$ cat config.mk
export PLATFORM = sky130hd
export DESIGN_NAME = gpio_irq_ctrl
export DESIGN_NICKNAME = d
export VERILOG_FILES = /design/src/rtl/gpio_irq_ctrl.sv
export SDC_FILE = /design/constraint.sdc
export NUM_CORES = 1
export LEC_CHECK = 0
export ABC_AREA = 0
export CAP_MARGIN = 25
export CORE_UTILIZATION = 55
export CTS_CLUSTER_DIAMETER = 80
export DETAILED_ROUTE_END_ITERATION = 7
export PLACE_DENSITY = 0.83
export SETUP_SLACK_MARGIN = 0.2
export SLEW_MARGIN = 25
export SYNTH_ARGS = -nofsm -noshare
export SYNTH_HDL_FRONTEND = slang
export SYNTH_SLANG_ARGS = --single-unit
$ cat constraint.sdc
create_clock -name clk -period 2.9 [get_ports clk]
set_clock_uncertainty 0.2 [all_clocks]
set_input_delay 0.87 -clock clk [delete_from_list [all_inputs] [get_ports clk]]
set_output_delay 0.87 -clock clk [all_outputs]
set_load 0.02 [all_outputs]
$ cat src/rtl/gpio_irq_ctrl.sv
// Switch-bank conditioner: per-input sync + debounce, edge-to-pending latch,
// registered interrupt and a small acknowledged register port.

module gpio_irq_lane #(
    parameter int DB_CYCLES = 16
) (
    input  logic clk,
    input  logic rst,
    input  logic sw_i,
    output logic stable_o,
    output logic rise_o,
    output logic fall_o
);
    localparam int CW = $clog2(DB_CYCLES + 1);
    localparam logic [CW-1:0] CNT_MAX = CW'(DB_CYCLES - 1);

    logic          sync1_q, sync2_q, stable_q, stable_d;
    logic [CW-1:0] cnt_q, cnt_d;
    logic          upd;

    always_comb begin
        cnt_d    = cnt_q;
        stable_d = stable_q;
        upd      = 1'b0;
        if (sync2_q == stable_q) begin
            cnt_d = '0;
        end else if (cnt_q == CNT_MAX) begin
            stable_d = sync2_q;
            cnt_d    = '0;
            upd      = 1'b1;
        end else begin
            cnt_d = cnt_q + CW'(1);
        end
    end

    always_ff @(posedge clk or negedge rst) begin
        if (!rst) begin
            sync1_q  <= 1'b0;
            sync2_q  <= 1'b0;
            stable_q <= 1'b0;
            cnt_q    <= '0;
        end else begin
            sync1_q  <= sw_i;
            sync2_q  <= sync1_q;
            stable_q <= stable_d;
            cnt_q    <= cnt_d;
        end
    end

    // Edge direction is the value being loaded into stable on the update event.
    assign stable_o = stable_q;
    assign rise_o   = upd &  sync2_q;
    assign fall_o   = upd & ~sync2_q;
endmodule

module gpio_irq_ctrl #(
    parameter int N         = 4,
    parameter int DB_CYCLES = 16
) (
    input  logic         clk,
    input  logic         rst,
    input  logic [N-1:0] sw,
    input  logic         wr_en,
    input  logic         rd_en,
    input  logic [1:0]   addr,
    input  logic [N-1:0] wdata,
    output logic [N-1:0] rdata,
    output logic         ack,
    output logic [N-1:0] sw_stable,
    output logic         irq
);
    logic [N-1:0] stable, rise, fall;
    logic [N-1:0] rise_en_q, rise_en_d, fall_en_q, fall_en_d;
    logic [N-1:0] pend_q, pend_d, rdata_q, rdata_d;
    logic [N-1:0] set_v, clr_v;
    logic         ack_q, irq_q;

    for (genvar i = 0; i < N; i++) begin : g_lane
        gpio_irq_lane #(.DB_CYCLES(DB_CYCLES)) u_lane (
            .clk      (clk),
            .rst      (rst),
            .sw_i     (sw[i]),
            .stable_o (stable[i]),
            .rise_o   (rise[i]),
            .fall_o   (fall[i])
        );
    end

    always_comb begin
        set_v     = (rise & rise_en_q) | (fall & fall_en_q);
        clr_v     = (wr_en && addr == 2'd3) ? wdata : '0;
        // Set wins over a same-edge clear so no event is lost.
        pend_d    = (pend_q & ~clr_v) | set_v;
        rise_en_d = (wr_en && addr == 2'd1) ? wdata : rise_en_q;
        fall_en_d = (wr_en && addr == 2'd2) ? wdata : fall_en_q;
        rdata_d   = rdata_q;
        if (rd_en && !wr_en) begin
            case (addr)
                2'd0:    rdata_d = stable;
                2'd1:    rdata_d = rise_en_q;
                2'd2:    rdata_d = fall_en_q;
                default: rdata_d = pend_q;
            endcase
        end
    end

    always_ff @(posedge clk or negedge rst) begin
        if (!rst) begin
            rise_en_q <= '0;
            fall_en_q <= '0;
            pend_q    <= '0;
            rdata_q   <= '0;
            ack_q     <= 1'b0;
            irq_q     <= 1'b0;
        end else begin
            rise_en_q <= rise_en_d;
            fall_en_q <= fall_en_d;
            pend_q    <= pend_d;
            rdata_q   <= rdata_d;
            ack_q     <= wr_en | rd_en;
            irq_q     <= |pend_q;
        end
    end

    assign rdata     = rdata_q;
    assign ack       = ack_q;
    assign sw_stable = stable;
    assign irq       = irq_q;
endmodule

### Yosys cells after proc, flatten, opt, wreduce, memory -nomap -nowiden

Index checks and enable logic that the tools add are counted.

| operators by class | value |
|---|---|
| bitwise gates (word level) | 23 |
| reductions and logical operators | 11 |
| equality and inequality tests | 11 |
| $add $sub $neg | 4 |
| mux-type cells | 18 |

Operators by type and width:

| cell | count |
|---|---|
| 5-bit two-way mux | 8 |
| 5-bit by 1-bit adder with 5-bit output (second input constant) | 4 |
| 5-bit by 4-bit equality test with 1-bit output (second input constant) | 4 |
| 4-bit bitwise AND | 3 |
| 4-bit case mux with 3 select lines | 1 |
| 1-bit bitwise AND | 8 |
| 1-bit two-way mux | 8 |
| 1-bit inverter | 8 |
| 4-bit bitwise OR | 2 |
| 2-bit AND reduction | 4 |
| 1-bit equality test | 4 |
| 2-bit equality test (second input constant) | 2 |
| 1-bit logical AND | 4 |
| 4-bit two-way mux | 1 |
| 4-bit inverter | 1 |
| 4-bit OR reduction | 1 |
| 2-bit by 1-bit equality test with 1-bit output (second input constant) | 1 |
| 2-bit zero test | 1 |
| 1-bit zero test | 1 |
| 1-bit bitwise OR | 1 |

| storage, ports and cells | value |
|---|---|
| logic and storage cells | 89 |
| input port bits | 14 |
| output and inout bits | 10 |
| register bits after elaboration | 50 |

### Longest topological paths before layout

| depth | value |
|---|---|
| depth after elaboration | 7 |
| mapped depth | 4 |
| depth with buffers taken out | 4 |

### Cells and area by module

A second synthesis with hierarchy kept.

| unflattened totals | value |
|---|---|
| cells, all modules | 149 |
| area total of the unflattened synthesis | 2,155.8 µm² |

Modules (own cells, without submodules):

| module | seq. area each (µm²) | area an instance (µm²) | times used | cells an instance |
|---|---|---|---|---|
| gpio_irq_lane | 200.2 | 332.8 | 4 | 24 |
| gpio_irq_ctrl | 450.4 | 824.5 | 1 | 53 |

### Worst setup path before layout

No wires, ideal clock.

| timing path | value |
|---|---|
| kind | in2reg |
| start point | in addr[0] |
| end point | reg rdata_q[2] (netlist: rdata[2]) |
| stages | 3 |
| arrival | 1.703 ns |
| library setup time | 0.125 ns |
| setup slack | 0.872 ns |
| buffers on the path | 1 |
| required time | 2.575 ns |
| cell sequence | buf_6 mux4_2 mux2_2 |

| between the ends | value |
|---|---|
| word-level cells in the longest chain between the ends | 2 |
| elaborated cells between the ends (all ways) | 4 |
| those cells by class | 2 x eq/ne; 1 x mux; 1 x reduce/logical |

RTL lines:

| item | RTL line | RTL |
|---|---|---|
| start, declared | 65 | `input logic [1:0] addr,` |
| 2-bit equality test (tied with other cells) | 98 | `case (addr)` |
| 4-bit case mux with 3 select lines * | 98 |  |
| end signal, assigned | 119 | `rdata_q <= rdata_d;` |
| end, declared | 74 | `logic [N-1:0] pend_q, pend_d, rdata_q, rdata_d;` |

Mark *: on every way between the ends. The rest lies on a longest branch, timed or not.
A chain may end at the register's enable or synchronous reset.

### Worst setup path after layout

| timing path | value |
|---|---|
| start point | reg g_lane[2].u_lane.stable_q |
| end point | out sw_stable[2] |

RTL lines:

| item | RTL line | RTL |
|---|---|---|
| start, declared | 17 | `logic sync1_q, sync2_q, stable_q, stable_d;` |
| start signal, assigned | 45 | `stable_q <= stable_d;` |
| end, declared | 69 | `output logic [N-1:0] sw_stable,` |

No word-level cell between the ends.

==> impl_metrics.toml <==
[finish]
drive_gt1_share_pct = 17.84
synthToLayoutAreaGrowth_pct = 17.24
finalNetCount = 202
final_area_um2 = 2416
diodes = 0

[worst_setup_path]
regToRegSetupSlack_ns = 1.32
crit_arrival_ns = 1.40
slowest_delay_ns = 0.64
rr_worst_depth = 4
slowest_stage = "clkdlybuf4s50_1"
crit_buf_inv = 1
cp_max_fo = 6
r2r_start = "g_lane[1].u_lane.cnt_q[0]"
critPathKind = "flop to output port"
path_delay_family = "buffers and inverters"
endpoint_kind = "output port"
r2r-end = "g_lane[1].u_lane.stable_o"
worst_setup_path_start_kind = "flop"
worstPathRequired_ns = 1.83
worstPathCellList = "clkdlybuf4s50_1"

[logic_synthesis]
syn_inst = 156
synth-main-ff-cell = "dfrtp_1"
ys_top_cells_by_area = "dfrtp_1, mux2_2, xor2_1, mux4_2, nor2_1"
syn_avg_cell_area_um2 = 13.21
synth.most_common_cell = "dfrtp_1"
syn_area_um2 = 2061
synth_nets = 174
ys_warn_count = 0
yosys.area.top_type_share_pct = 60.72
seq_area_frac_synth_pct = 60.72
synth-seq-cells = 50
synth_cell_types = 20
synth_top_area_cell = "dfrtp_1"
synth_edf_count = 0
postSynth.asyncResetShare_pct = 100.0
ys_top_cells_by_count = "dfrtp_1, mux2_2, nor2_1"

[power]
p_per_area_nw_per_um2 = 562.2
total_leakage_power_nw = 1.162
peakVddDrop_uv = 382.4

[run_status]
outcome = "complete, no violations"

[global_routing]
grt_usage_pct = 20.38
grt_pass1_wl_mm = 6.141
grtUsageMet3_pct = 7.065
grt_max_degree = 19
grt-busiest-layer = "met2"
grt_overflow = 0
grt_util_met1_pct = 25.25
antenna_found_initial = 0
use_met2_pct = 33.20
grt_pass1_vias = 1344

[clock_network]
htreeDepth = 2
clockRootBuffer = "clkbuf_8"
clockBufferDepth = 2
cts_setup_buffers = 0
cts_resized = 0
clock_sinks = 50
clk_latency_ns = 0.30
cts_buffers = 5
hold_buffers = 0
cts_tree = "yes"
path_clk_slew_ns = 0.08

[hold_path]
hold_path_class = "flop to flop"
hold_end = "g_lane[0].u_lane.sync2_q"
hold_depth = 0
worstHoldStart = "g_lane[0].u_lane.sync1_q"

[run]
cap_violations = 0

[die]
fp.dieH_um = 63.21
rows = 21
start_util_pct = 59.42
die-area_um2 = 3996
die_x_um = 63.21
core_area_um2 = 3468
num_io_pins = 24

[timing]
finalHoldViolCount = 0
slew_headroom_pct = 77.64
grt_setup_unrepaired = "false"
finalMaxSlewViolations = 0
setup_violations = 0
tns_ns = 0
tightest_slew_ns = 0.3319
fmax_ghz = 0.4050
period_share_pct = 85.14
fin_crit_ns = 2.469

[detailed_routing]
drt_wl_total_mm = 3.389
via_count = 1243
drt-wirelength-per-cell_um = 14.67
drc = 0
drtIter0Drc = 78
antenna_left = 0
via_per_inst = 5.381
first_pass_iters = 4

[place]
place_area_um2 = 2325
hpwlAfterDp_mm = 2.610
gp_congestion = 0.7775
portBuffers = 23
==> cell usage in the layout (no fill, tap or decap) <==
| cell | instances |
|---|---|
| dfrtp_1 | 50 |
| clkdlybuf4s50_1 | 22 |
| mux2_2 | 16 |
| nor2_1 | 15 |
| xor2_1 | 12 |
| nand3_1 | 8 |
| o21ai_0 | 8 |
| nand2_1 | 8 |
| nand3b_1 | 6 |
| clkbuf_8 | 6 |
| and2_1 | 5 |
| a22o_1 | 4 |
| and3_1 | 4 |
| mux4_2 | 4 |
| ha_1 | 4 |
| inv_1 | 3 |
| buf_4 | 3 |
| and3_2 | 1 |
| or2_2 | 1 |
| or4_1 | 1 |
| or2b_1 | 1 |
| clkinv_2 | 1 |
| clkbuf_1 | 1 |
| buf_2 | 1 |
==> state kept, by name, summed over array words and instances, names as in the netlist <==
signal	cells
g_lane.u_lane.sync1_q	4
rdata	4
g_lane.u_lane.stable_o	4
ack	1
fall_en_q	4
rise_en_q	4
g_lane.u_lane.sync2_q	4
irq	1
pend_q	4
g_lane.u_lane.cnt_q	20
==> metal layers <==
metal | up-vias | share of wire (%)
met5 | - | 0
met4 | 0 | 1.5
met3 | 5 | 4.7
met2 | 25 | 51
met1 | 621 | 43
li1 | 592 | -
==> cells by family (layout without fill, tap and decap cells) <==
group	count (synthesis)	after routing	synth area share (%)
flops	50	50	60.72
simple gates	50	50	12.45
mux	20	20	13.11
compound gates	12	12	3.643
xor+xnor	12	12	5.100
buf+inv	8	37	2.550
fa+ha+maj	4	4	2.429
==> power breakdown <==
| group | internal, W | switching, W | total (W) | leakage [nW] |
|---|---|---|---|---|
| combinational | 0.0000946 | 0.0000730 | 0.000168 | 0.469 |
| sequential | 0.000749 | 0.0000364 | 0.000786 | 0.645 |
| clock | 0.000193 | 0.000213 | 0.000405 | 0.0482 |
==> worst max path at each step <==
stage | from | endpoint | slack (ns) | depth (start not counted)
2_1_floorplan | addr[0] | rdata[2] | 0.87 | 3
3_3_place_gp | addr[0] | rdata[1] | 0.25 | 3
3_5_place_dp | addr[0] | rdata[2] | 0.20 | 3
4_1_cts | g_lane[0].u_lane.stable_o | sw_stable[0] | 0.42 | 1
5_1_grt | g_lane[2].u_lane.stable_o | sw_stable[2] | 0.37 | 1
6_report | g_lane[2].u_lane.stable_o | sw_stable[2] | 0.43 | 1
==> metrics by stage <==
stage | util (%) | total power [W] | cells | hold slack, ns | worst slack [ns]
finish | 69.66 | 0.001358 | 231 | 0.1518 | 0.4310
global route | 69.66 | 0.001430 | 231 | 0.1678 | 0.3714
detailed placement | 67.03 | 0.0009704 | 223 | 0.1356 | 0.1977
floorplan | - | 0.0008857 | 156 | 0.1312 | 0.8722
global placement | 67.03 | 0.0009574 | 223 | 0.1325 | 0.2494
CTS | 69.66 | 0.001373 | 231 | 0.1550 | 0.4192
==> area by class of cell <==
type / instances / area (µm²)
flip-flops and latches: 50 / 1251
fillers: 270 / 1052
multi-input cells: 98 / 757.0
repair buffers: 26 / 247.7
clock buffers: 7 / 86.33
well taps: 46 / 57.56
inverters: 3 / 11.26
clock inverters: 1 / 5.005
No activity file was read; power rests on OpenSTA's default activity.
